### src/rtl/control_unit_pipe_if.sv
// control_unit_pipe_if: D-stage decode inputs and E-stage control outputs of the control unit.
// The master side drives the D fields; the slave is the control unit.
interface control_unit_pipe_if #(
   parameter int ALU_CTRL_W = 4
);
   logic [6:0]            OpD;
   logic [2:0]            Func3D;
   logic [6:0]            Func7D;
   logic                  ValidD;
   logic                  StallE;
   logic                  FlushE;
   logic [2:0]            ImmSrcD;
   logic                  RegWriteE;
   logic                  MemWriteE;
   logic                  MemReadE;
   logic                  ALUSrcE;
   logic                  BranchE;
   logic                  JumpE;
   logic                  PctargetSrcE;
   logic [1:0]            ResultSrcE;
   logic [ALU_CTRL_W-1:0] ALUControlE;
   logic                  IllegalE;
   logic                  MdBusy;
   logic                  MdDone;
   modport master (
      output OpD, Func3D, Func7D, ValidD, StallE, FlushE,
      input  ImmSrcD, RegWriteE, MemWriteE, MemReadE, ALUSrcE, BranchE, JumpE,
             PctargetSrcE, ResultSrcE, ALUControlE, IllegalE, MdBusy, MdDone
   );
   modport slave (
      input  OpD, Func3D, Func7D, ValidD, StallE, FlushE,
      output ImmSrcD, RegWriteE, MemWriteE, MemReadE, ALUSrcE, BranchE, JumpE,
             PctargetSrcE, ResultSrcE, ALUControlE, IllegalE, MdBusy, MdDone
   );
endinterface

### src/rtl/control_unit_pipe.sv
// control_unit_pipe: RV32 D-stage decoder with registered D/E controls and a MUL/DIV sequencer.
// Define RV32M_EN to decode M-extension ops and build the multi-cycle FSM.
module control_unit_pipe #(
   parameter int ALU_CTRL_W = 4,
   parameter int MD_CYCLES  = 8
) (
   input logic                clk,
   input logic                rst,
   control_unit_pipe_if.slave bus
);
   typedef struct packed {
      logic       rw, mw, mr, asrc, br, jp, pt;
      logic [1:0] rs;
      logic [3:0] alu;
      logic       il;
   } ctrl_t;
`ifdef RV32M_EN
   localparam bit M_EN = 1'b1;
`else
   localparam bit M_EN = 1'b0;
`endif
   if (ALU_CTRL_W < 4 || MD_CYCLES < 2 || MD_CYCLES > 255) begin : g_bad_param
      $error("control_unit_pipe: illegal parameter value");
   end
   ctrl_t      dec, e_d, e_q;
   logic [3:0] alu_f3, alu_m;
   logic [2:0] imm;
   logic       hold, md_busy, md_done;
   assign alu_f3 = bus.Func3D == 3'b000 ? 4'b0000 :
                   bus.Func3D == 3'b001 ? 4'b0111 :
                   bus.Func3D == 3'b010 ? 4'b0101 :
                   bus.Func3D == 3'b011 ? 4'b0110 :
                   bus.Func3D == 3'b100 ? 4'b0100 :
                   bus.Func3D == 3'b101 ? (bus.Func7D[5] ? 4'b1001 : 4'b1000) :
                   bus.Func3D == 3'b110 ? 4'b0011 : 4'b0010;
   assign alu_m = bus.Func3D[2] ? (bus.Func3D[1] ? 4'b1111 : 4'b1110) :
                  (bus.Func3D[1:0] == 2'b00 ? 4'b1100 : 4'b1101);
   always_comb begin
      dec = '0;
      imm = 3'b000;
      case (bus.OpD)
         7'b0000011: begin dec.rw = 1'b1; dec.mr = 1'b1; dec.asrc = 1'b1; dec.rs = 2'b01; end
         7'b0100011: begin dec.mw = 1'b1; dec.asrc = 1'b1; imm = 3'b001; end
         7'b0110011:
            if (bus.Func7D == 7'b0000000 || bus.Func7D == 7'b0100000) begin
               dec.rw  = 1'b1;
               dec.alu = (bus.Func3D == 3'b000 && bus.Func7D[5]) ? 4'b0001 : alu_f3;
            end else if (M_EN && bus.Func7D == 7'b0000001) begin
               dec.rw  = 1'b1;
               dec.alu = alu_m;
            end else
               dec.il = 1'b1;
         7'b0010011: begin dec.rw = 1'b1; dec.asrc = 1'b1; dec.alu = alu_f3; end
         7'b1100011: begin dec.br = 1'b1; dec.alu = 4'b0001; imm = 3'b010; end
         7'b1101111: begin dec.rw = 1'b1; dec.jp = 1'b1; dec.rs = 2'b10; imm = 3'b011; end
         7'b1100111: begin dec.rw = 1'b1; dec.jp = 1'b1; dec.asrc = 1'b1; dec.pt = 1'b1; dec.rs = 2'b10; end
         7'b0110111: begin dec.rw = 1'b1; dec.rs = 2'b11; imm = 3'b100; end
         default:    dec.il = 1'b1;
      endcase
   end
   // a running MUL/DIV holds E exactly like an external stall
   assign hold = bus.StallE | md_busy;
   assign e_d  = hold ? e_q : (bus.FlushE || !bus.ValidD) ? '0 : dec;
   always_ff @(posedge clk) begin
      if (rst) e_q <= '0;
      else     e_q <= e_d;
   end
`ifdef RV32M_EN
   typedef enum logic {IDLE, BUSY} md_state_e;
   md_state_e  st_q, st_d;
   logic [7:0] cnt_q, cnt_d;
   logic       md_start;
   // M ops are the only decodes with ALU code 11xx
   assign md_start = !hold && !bus.FlushE && bus.ValidD && dec.alu[3:2] == 2'b11;
   assign md_done  = st_q == BUSY && cnt_q == 8'd1;
   assign md_busy  = st_q == BUSY && cnt_q != 8'd1;
   always_ff @(posedge clk) begin
      if (rst) begin
         st_q  <= IDLE;
         cnt_q <= '0;
      end else begin
         st_q  <= st_d;
         cnt_q <= cnt_d;
      end
   end
   always_comb begin
      st_d  = st_q;
      cnt_d = cnt_q;
      if (md_start) begin
         st_d  = BUSY;
         cnt_d = 8'(MD_CYCLES - 1);
      end else if (st_q == BUSY) begin
         st_d  = md_done ? IDLE : BUSY;
         cnt_d = cnt_q - 8'd1;
      end
   end
`else
   assign md_busy = 1'b0;
   assign md_done = 1'b0;
`endif
   assign bus.ImmSrcD      = imm;
   assign bus.RegWriteE    = e_q.rw;
   assign bus.MemWriteE    = e_q.mw;
   assign bus.MemReadE     = e_q.mr;
   assign bus.ALUSrcE      = e_q.asrc;
   assign bus.BranchE      = e_q.br;
   assign bus.JumpE        = e_q.jp;
   assign bus.PctargetSrcE = e_q.pt;
   assign bus.ResultSrcE   = e_q.rs;
   assign bus.ALUControlE  = ALU_CTRL_W'(e_q.alu);
   assign bus.IllegalE     = e_q.il;
   assign bus.MdBusy       = md_busy;
   assign bus.MdDone       = md_done;
endmodule

### src/flat_wrapper.sv
// flat-port wrapper written by rule: the top's interface ports become plain ports
module control_unit_pipe_flat 
#(
   parameter int ALU_CTRL_W = 4,
   parameter int MD_CYCLES  = 8
)
  (clk, rst, bus_OpD, bus_Func3D, bus_Func7D, bus_ValidD, bus_StallE, bus_FlushE, bus_ImmSrcD, bus_RegWriteE, bus_MemWriteE, bus_MemReadE, bus_ALUSrcE, bus_BranchE, bus_JumpE, bus_PctargetSrcE, bus_ResultSrcE, bus_ALUControlE, bus_IllegalE, bus_MdBusy, bus_MdDone);
  control_unit_pipe_if #(.ALU_CTRL_W(ALU_CTRL_W)) bus_i ();
  input logic clk;
  input logic rst;
  input wire logic [$bits(bus_i.OpD)-1:0] bus_OpD;
  input wire logic [$bits(bus_i.Func3D)-1:0] bus_Func3D;
  input wire logic [$bits(bus_i.Func7D)-1:0] bus_Func7D;
  input wire logic [$bits(bus_i.ValidD)-1:0] bus_ValidD;
  input wire logic [$bits(bus_i.StallE)-1:0] bus_StallE;
  input wire logic [$bits(bus_i.FlushE)-1:0] bus_FlushE;
  output wire logic [$bits(bus_i.ImmSrcD)-1:0] bus_ImmSrcD;
  output wire logic [$bits(bus_i.RegWriteE)-1:0] bus_RegWriteE;
  output wire logic [$bits(bus_i.MemWriteE)-1:0] bus_MemWriteE;
  output wire logic [$bits(bus_i.MemReadE)-1:0] bus_MemReadE;
  output wire logic [$bits(bus_i.ALUSrcE)-1:0] bus_ALUSrcE;
  output wire logic [$bits(bus_i.BranchE)-1:0] bus_BranchE;
  output wire logic [$bits(bus_i.JumpE)-1:0] bus_JumpE;
  output wire logic [$bits(bus_i.PctargetSrcE)-1:0] bus_PctargetSrcE;
  output wire logic [$bits(bus_i.ResultSrcE)-1:0] bus_ResultSrcE;
  output wire logic [$bits(bus_i.ALUControlE)-1:0] bus_ALUControlE;
  output wire logic [$bits(bus_i.IllegalE)-1:0] bus_IllegalE;
  output wire logic [$bits(bus_i.MdBusy)-1:0] bus_MdBusy;
  output wire logic [$bits(bus_i.MdDone)-1:0] bus_MdDone;
  assign bus_i.OpD = bus_OpD;
  assign bus_i.Func3D = bus_Func3D;
  assign bus_i.Func7D = bus_Func7D;
  assign bus_i.ValidD = bus_ValidD;
  assign bus_i.StallE = bus_StallE;
  assign bus_i.FlushE = bus_FlushE;
  assign bus_ImmSrcD = bus_i.ImmSrcD;
  assign bus_RegWriteE = bus_i.RegWriteE;
  assign bus_MemWriteE = bus_i.MemWriteE;
  assign bus_MemReadE = bus_i.MemReadE;
  assign bus_ALUSrcE = bus_i.ALUSrcE;
  assign bus_BranchE = bus_i.BranchE;
  assign bus_JumpE = bus_i.JumpE;
  assign bus_PctargetSrcE = bus_i.PctargetSrcE;
  assign bus_ResultSrcE = bus_i.ResultSrcE;
  assign bus_ALUControlE = bus_i.ALUControlE;
  assign bus_IllegalE = bus_i.IllegalE;
  assign bus_MdBusy = bus_i.MdBusy;
  assign bus_MdDone = bus_i.MdDone;
  control_unit_pipe #(.ALU_CTRL_W(ALU_CTRL_W), .MD_CYCLES(MD_CYCLES)) u_core (.clk(clk), .rst(rst), .bus(bus_i));
endmodule
### config.mk
export PLATFORM = sky130hd
export DESIGN_NAME = control_unit_pipe_flat
export DESIGN_NICKNAME = d
export VERILOG_FILES = /design/src/rtl/control_unit_pipe_if.sv /design/src/rtl/control_unit_pipe.sv /design/src/flat_wrapper.sv
export SDC_FILE = /design/constraint.sdc
export NUM_CORES = 1
export LEC_CHECK = 0
export ABC_AREA = 1
export CAP_MARGIN = 20
export CORE_MARGIN = 2
export CORE_UTILIZATION = 37
export CTS_BUF_LIST = sky130_fd_sc_hd__clkbuf_2 sky130_fd_sc_hd__clkbuf_4 sky130_fd_sc_hd__clkbuf_8
export CTS_CLUSTER_DIAMETER = 30
export DETAILED_ROUTE_END_ITERATION = 16
export PLACE_DENSITY = 0.79
export RECOVER_POWER = 50
export SYNTH_ARGS = -nofsm -noshare
export SYNTH_HDL_FRONTEND = slang
export SYNTH_SLANG_ARGS = --single-unit
export TNS_END_PERCENT = 10
### constraint.sdc
create_clock -name clk -period 1 [get_ports clk]
set_input_delay 0.15 -clock clk [delete_from_list [all_inputs] [get_ports clk]]
set_output_delay 0.15 -clock clk [all_outputs]
set_load 0.005 [all_outputs]
# Word level (Yosys, flattened, before mapping)
# Cells that the tools add are included.
totals:
  ff_bits: 14
  inputBits: 22
classes:
  eq_ne: 15
  n_mux: 24
  n_reduce_logical: 10
op_table:
  columns: ["operator", "n"]
  rows:
  - ["two-way mux 4 bit", 8]
  - ["== test 7 x 6 -> 1 bit, second input constant", 4]
  - ["== test 7 bit, second input constant", 3]
  - ["two-way mux 14 bit", 1]
  - ["one-hot mux 3 bit (4 select lines)", 1]
  - ["one-hot mux 4 bit (3 select lines)", 1]
  - ["two-way mux 1 bit", 10]
  - ["== test 3 bit, second input constant", 3]
  - ["== test 7 x 2 -> 1 bit, second input constant", 1]
  - ["== test 7 x 5 -> 1 bit, second input constant", 1]
  - ["zero test 7 bit", 1]
  - ["OR reduction 7 bit", 1]
  - ["== test 3 x 2 -> 1 bit, second input constant", 2]
  - ["one-hot mux 2 bit (3 select lines)", 1]
  - ["OR reduction 5 bit", 1]
  - ["one-hot mux 1 bit (2 select lines)", 2]
  - ["OR reduction 4 bit", 1]
  - ["== test 3 x 1 -> 1 bit, second input constant", 1]
  - ["zero test 3 bit", 1]
  - ["logical OR 1 bit", 2]
  - ["OR reduction 2 bit", 1]
  - ["logical AND 1 bit", 1]
  - ["zero test 1 bit", 1]

# Logic depth before layout (Yosys ltp)
logic_depth:
  word_depth: 12
  mapped_depth: 10
  ltp_nobuf: 10

# Worst setup path before layout
# No wires, ideal clock.
synth_path:
  kind: "input to register"
  from: "input bus_Func7D[1]"
  to: "register u_core.e_q, in the netlist u_core.bus.ALUControlE[0]"
  setup_ps: 63
  arrival_time_ps: 919
  required_ps: 937
  slack_ps: 18
  path_stages: 8
  path_buffers: 0
  cell_sequence: "or2_1 nor2_1 nand2_1 nand2_2 nand3_1 nor2_1 nor2_1 nor2_2"
synth_between:
  elab_chain_len: 5
  word_cells_on_any_way: 6
synth_rtl:
  columns: ["element", "line_no", "text"]
  rows:
  - ["from (decl)", "flat_wrapper.sv:13", "input wire logic [$bits(bus_i.Func7D)-1:0] bus_Func7D;"]
  - ["== test 7 x 6 -> 1 bit / zero test 7 bit (equally long branches)", "control_unit_pipe.sv:45", "if (bus.Func7D == 7'b0000000 || bus.Func7D == 7'b0100000) begin"]
  - ["logical OR 1 bit (*)", "control_unit_pipe.sv:45", null]
  - ["two-way mux 4 bit (*)", "control_unit_pipe.sv:45", null]
  - ["one-hot mux 4 bit (3 select lines) (*)", "control_unit_pipe.sv:41", "case (bus.OpD)"]
  - ["two-way mux 14 bit (*)", "control_unit_pipe.sv:63", "assign e_d = hold ? e_q : (bus.FlushE || !bus.ValidD) ? '0 : dec;"]
  - ["to (signal assigned)", "control_unit_pipe.sv:65", "if (rst) e_q <= '0;"]
  - ["to (signal assigned)", "control_unit_pipe.sv:66", "else e_q <= e_d;"]
  - ["to (decl)", "control_unit_pipe.sv:25", "ctrl_t dec, e_d, e_q;"]
# Mark *: on every way between the ends. The rest lies on a longest branch, timed or not.
# A chain may end at the register's enable or synchronous reset.

# Worst setup path in the final report
layout_path:
  from: "input bus_OpD[3]"
  to: "output bus_ImmSrcD[0]"
layout_between:
  elab_chain_len: 2
  word_cells_on_any_way: 5
layout_rtl:
  columns: ["element", "line_no", "text"]
  rows:
  - ["from (decl)", "flat_wrapper.sv:11", "input wire logic [$bits(bus_i.OpD)-1:0] bus_OpD;"]
  - ["== test 7 x 6 -> 1 bit / == test 7 bit (equally long branches)", "control_unit_pipe.sv:41", null]
  - ["one-hot mux 3 bit (4 select lines) (*)", "control_unit_pipe.sv:41", null]
  - ["to (decl)", "flat_wrapper.sv:17", "output wire logic [$bits(bus_i.ImmSrcD)-1:0] bus_ImmSrcD;"]
# Marked as above.

==> flow_summary.toml <==
[synthesis]
synth_commonest_cells = "nand2_1 (39), nor2_1 (19), dfxtp_1 (14), inv_1 (14)"
synth_compound_area_share_pct = 12.2
synth_xor_area_share_pct = 0
synth_simple_gate_area_share_pct = 42.5
synth.top_cell.area_share_pct = 32.9
synth-warning-count = 0
synth_area_per_cell_um2 = 6.12
ys_types = 22
yosys.area_share.adder_pct = 0
synth_top_family_by_area = "simple AND/OR/NAND/NOR gates"
synth_top_cell_by_area = "dfxtp_1"
synth_flop_cell = "dfxtp_1"
yosysSeqAreaShare_pct = 32.9
synth_most_common_cell = "nand2_1"
syn_area_um2 = 851
synthMuxAreaShare_pct = 0
ys_ff_latch = 14
async_flop_share_pct = 0
synth_edf_count = 0
yosys-top-cells-area = "dfxtp_1 (33%), nand2_1 (17%), nor2_1 (8.4%), a21oi_1 (6.5%), nand3_1 (6.5%)"
syn_inst = 139

[power_and_ir_drop]
ir_drop_mv = 1.14
power_uw = 1180
leakage_uw = 0.000878
power_per_cell_area_nw_per_um2 = 707

[cts]
max-clock-path-buffers = 2
clockRootBuffer = "clkbuf_4"
cts_tree = "built"
worstSkewPairLatency_ns = 0.27
cts.htree.levels = 1
cts_hold_buf = 0
path_clk_slew_ns = 0.07
numClockSinks = 14
cts-buffers-inserted = 3

[floorplan]
initial_utilization_pct = 38.8
core_um2 = 2190
io_pins = 41
die_x_um = 52.0
die_h_um = 52.0
die-area_um2 = 2700
rows = 17

[min_path]
hold_class = "in -> reg"

[routing]
drt_iter0_drc = 24
drt_wl_total_um = 3470
wl_met1_um = 1270
vias_per_cell = 5.09
wire_per_inst_um = 14.4
wl_met3_um = 181
top_layer_used = "met4"
antenna_left = 0
drc = 0
dr.pass1.iters = 4
wl_met2_um = 1930
num_vias = 1222

[sta]
min_period_ns = 1.08
fin_setup_tns_ns = -0.162
period_share_pct = 108
finalSetupViolCount = 6
grt_setup_unrepaired = "yes"
max_freq_mhz = 923
skew_ns = 0
slew_violations = 0
setup_ws_ns = -0.0830
hold_viol = 0

[critical_path]
critical_path_arrival_ns = 0.93
startpoint_type = "primary input"
cp.required_ns = 0.85
cp-end-kind = "output pin"
path_class = "in -> out"
worstPathMaxFanout = 4

[final_layout]
area_growth_pct = 95.6
final_nets = 236
num-fill-cells = 148
antenna_cells = 0
drive_gt1_share_pct = 50.9

[place]
portBuffers = 38
post-dp-hpwl_um = 2000
gp_congestion = 0.836

[status]
status = "finished, violations left"
failed_checks = "setup timing"

[grt]
grt_max_degree = 15
grt_pass1_vias = 1152
grt_pass1_wl_um = 4720
overflow = 0
grt_util_all_layers_pct = 23.6
antenna_found_initial = 0

[job]
maxCapViolations = 0
==> metal layers <==
| layer | vias up | GRT usage [%] |
|---|---|---|
| met1 | 581 | 24.2 |
| met4 | 0 | 6.58 |
| met5 | - | 0 |
| met3 | 10 | 6.03 |
| met2 | 48 | 46.2 |
| li1 | 583 | - |
==> power by group <==
| part | leakage (µW) | switching, µW | internal, µW |
|---|---|---|---|
| clock network | 0.0000138 | 156 | 139 |
| registers | 0.000118 | 1.26 | 559 |
| logic | 0.000745 | 165 | 157 |
==> placed cells by master, fill, tap and decap left out, types with 2 or more instances in the layout <==
master / instances
clkdlybuf4s50_1: 2
nand2_2: 7
nand3_4: 2
clkbuf_2: 7
o21ai_1: 2
nand3_1: 6
conb_1: 2
nand2_4: 4
nand4_1: 3
a31oi_1: 2
nand2_1: 31
nor2_2: 9
inv_2: 5
clkbuf_4: 3
a21oi_1: 9
inv_1: 12
a21oi_2: 3
nor2_1: 8
dfxtp_2: 11
nand3_2: 4
clkdlybuf4s15_1: 8
buf_6: 5
dlymetal6s2s_1: 10
buf_4: 33
nor2_4: 6
buf_2: 6
dlygate4sd2_1: 3
dfxtp_1: 3
==> state kept, by name (all words and copies together), names as in the netlist <==
name	cells
u_core.bus.ALUSrcE	1
u_core.bus.MemWriteE	1
u_core.bus.PctargetSrcE	1
u_core.bus.JumpE	1
u_core.bus.IllegalE	1
u_core.bus.ALUControlE	4
u_core.bus.RegWriteE	1
u_core.bus.BranchE	1
u_core.bus.ResultSrcE	2
u_core.bus.MemReadE	1
==> through the flow <==
stage | hold WS, ns | util, % | setup slack, ns | area (µm²) | cells
finish | 0.312 | 76.0 | -0.0830 | 1660 | 240
global route | 0.326 | 76.0 | -0.136 | 1660 | 240
CTS | 0.389 | 71.2 | -0.249 | 1560 | 238
global placement | 0.442 | 65.3 | -0.727 | 1430 | 227
detailed placement | 0.455 | 65.3 | -0.794 | 1430 | 227
floorplan | 0.219 | - | 0.0182 | 855 | 140
==> final timing paths <==
path / depth (start not counted) / to / slack (ns) / start
setup / recovery: 7 / bus_ImmSrcD[0] / -0.08 / bus_OpD[3]
setup reg to reg: 4 / u_core.bus.ResultSrcE[0] / 0.23 / u_core.bus.ResultSrcE[0]
hold / removal: 4 / u_core.bus.JumpE / 0.31 / bus_StallE
hold reg to reg: 2 / u_core.bus.MemWriteE / 0.46 / u_core.bus.MemWriteE
==> critical path, stage by stage <==
cell and delay (ns):
buf_4 0.14, inv_2 0.06, nand2_2 0.06, nor2_4 0.12, nand3_2 0.09, o21ai_1 0.18
buf_2 0.14
==> final cells by class <==
type / instances / area [µm²] / share of cell area [%]
Multi-Input combinational cell: 103 / 622 / 37.4
Timing Repair Buffer: 74 / 621 / 37.3
Sequential cell: 14 / 294 / 17.7
Inverter: 18 / 70.1 / 4.21
Tap cell: 28 / 35.0 / 2.11
Clock buffer: 3 / 22.5 / 1.35
==> cells by family (layout without fill, tap and decap cells) <==
kind of cell / count (synthesis) / after routing
simple gates: 82 / 82
other cells: 1 / 2
buf+inv: 23 / 95
compound gates: 19 / 19
flops: 14 / 14
==> what timing repair did <==
action,CTS,global route
endpoints found under the setup margin,31,27
endpoints found under the hold margin,0,0
pin swaps,15,17
gates resized for setup,81,64
buffers inserted,8,3
Note: power is estimated with default switching activity, not from simulation.
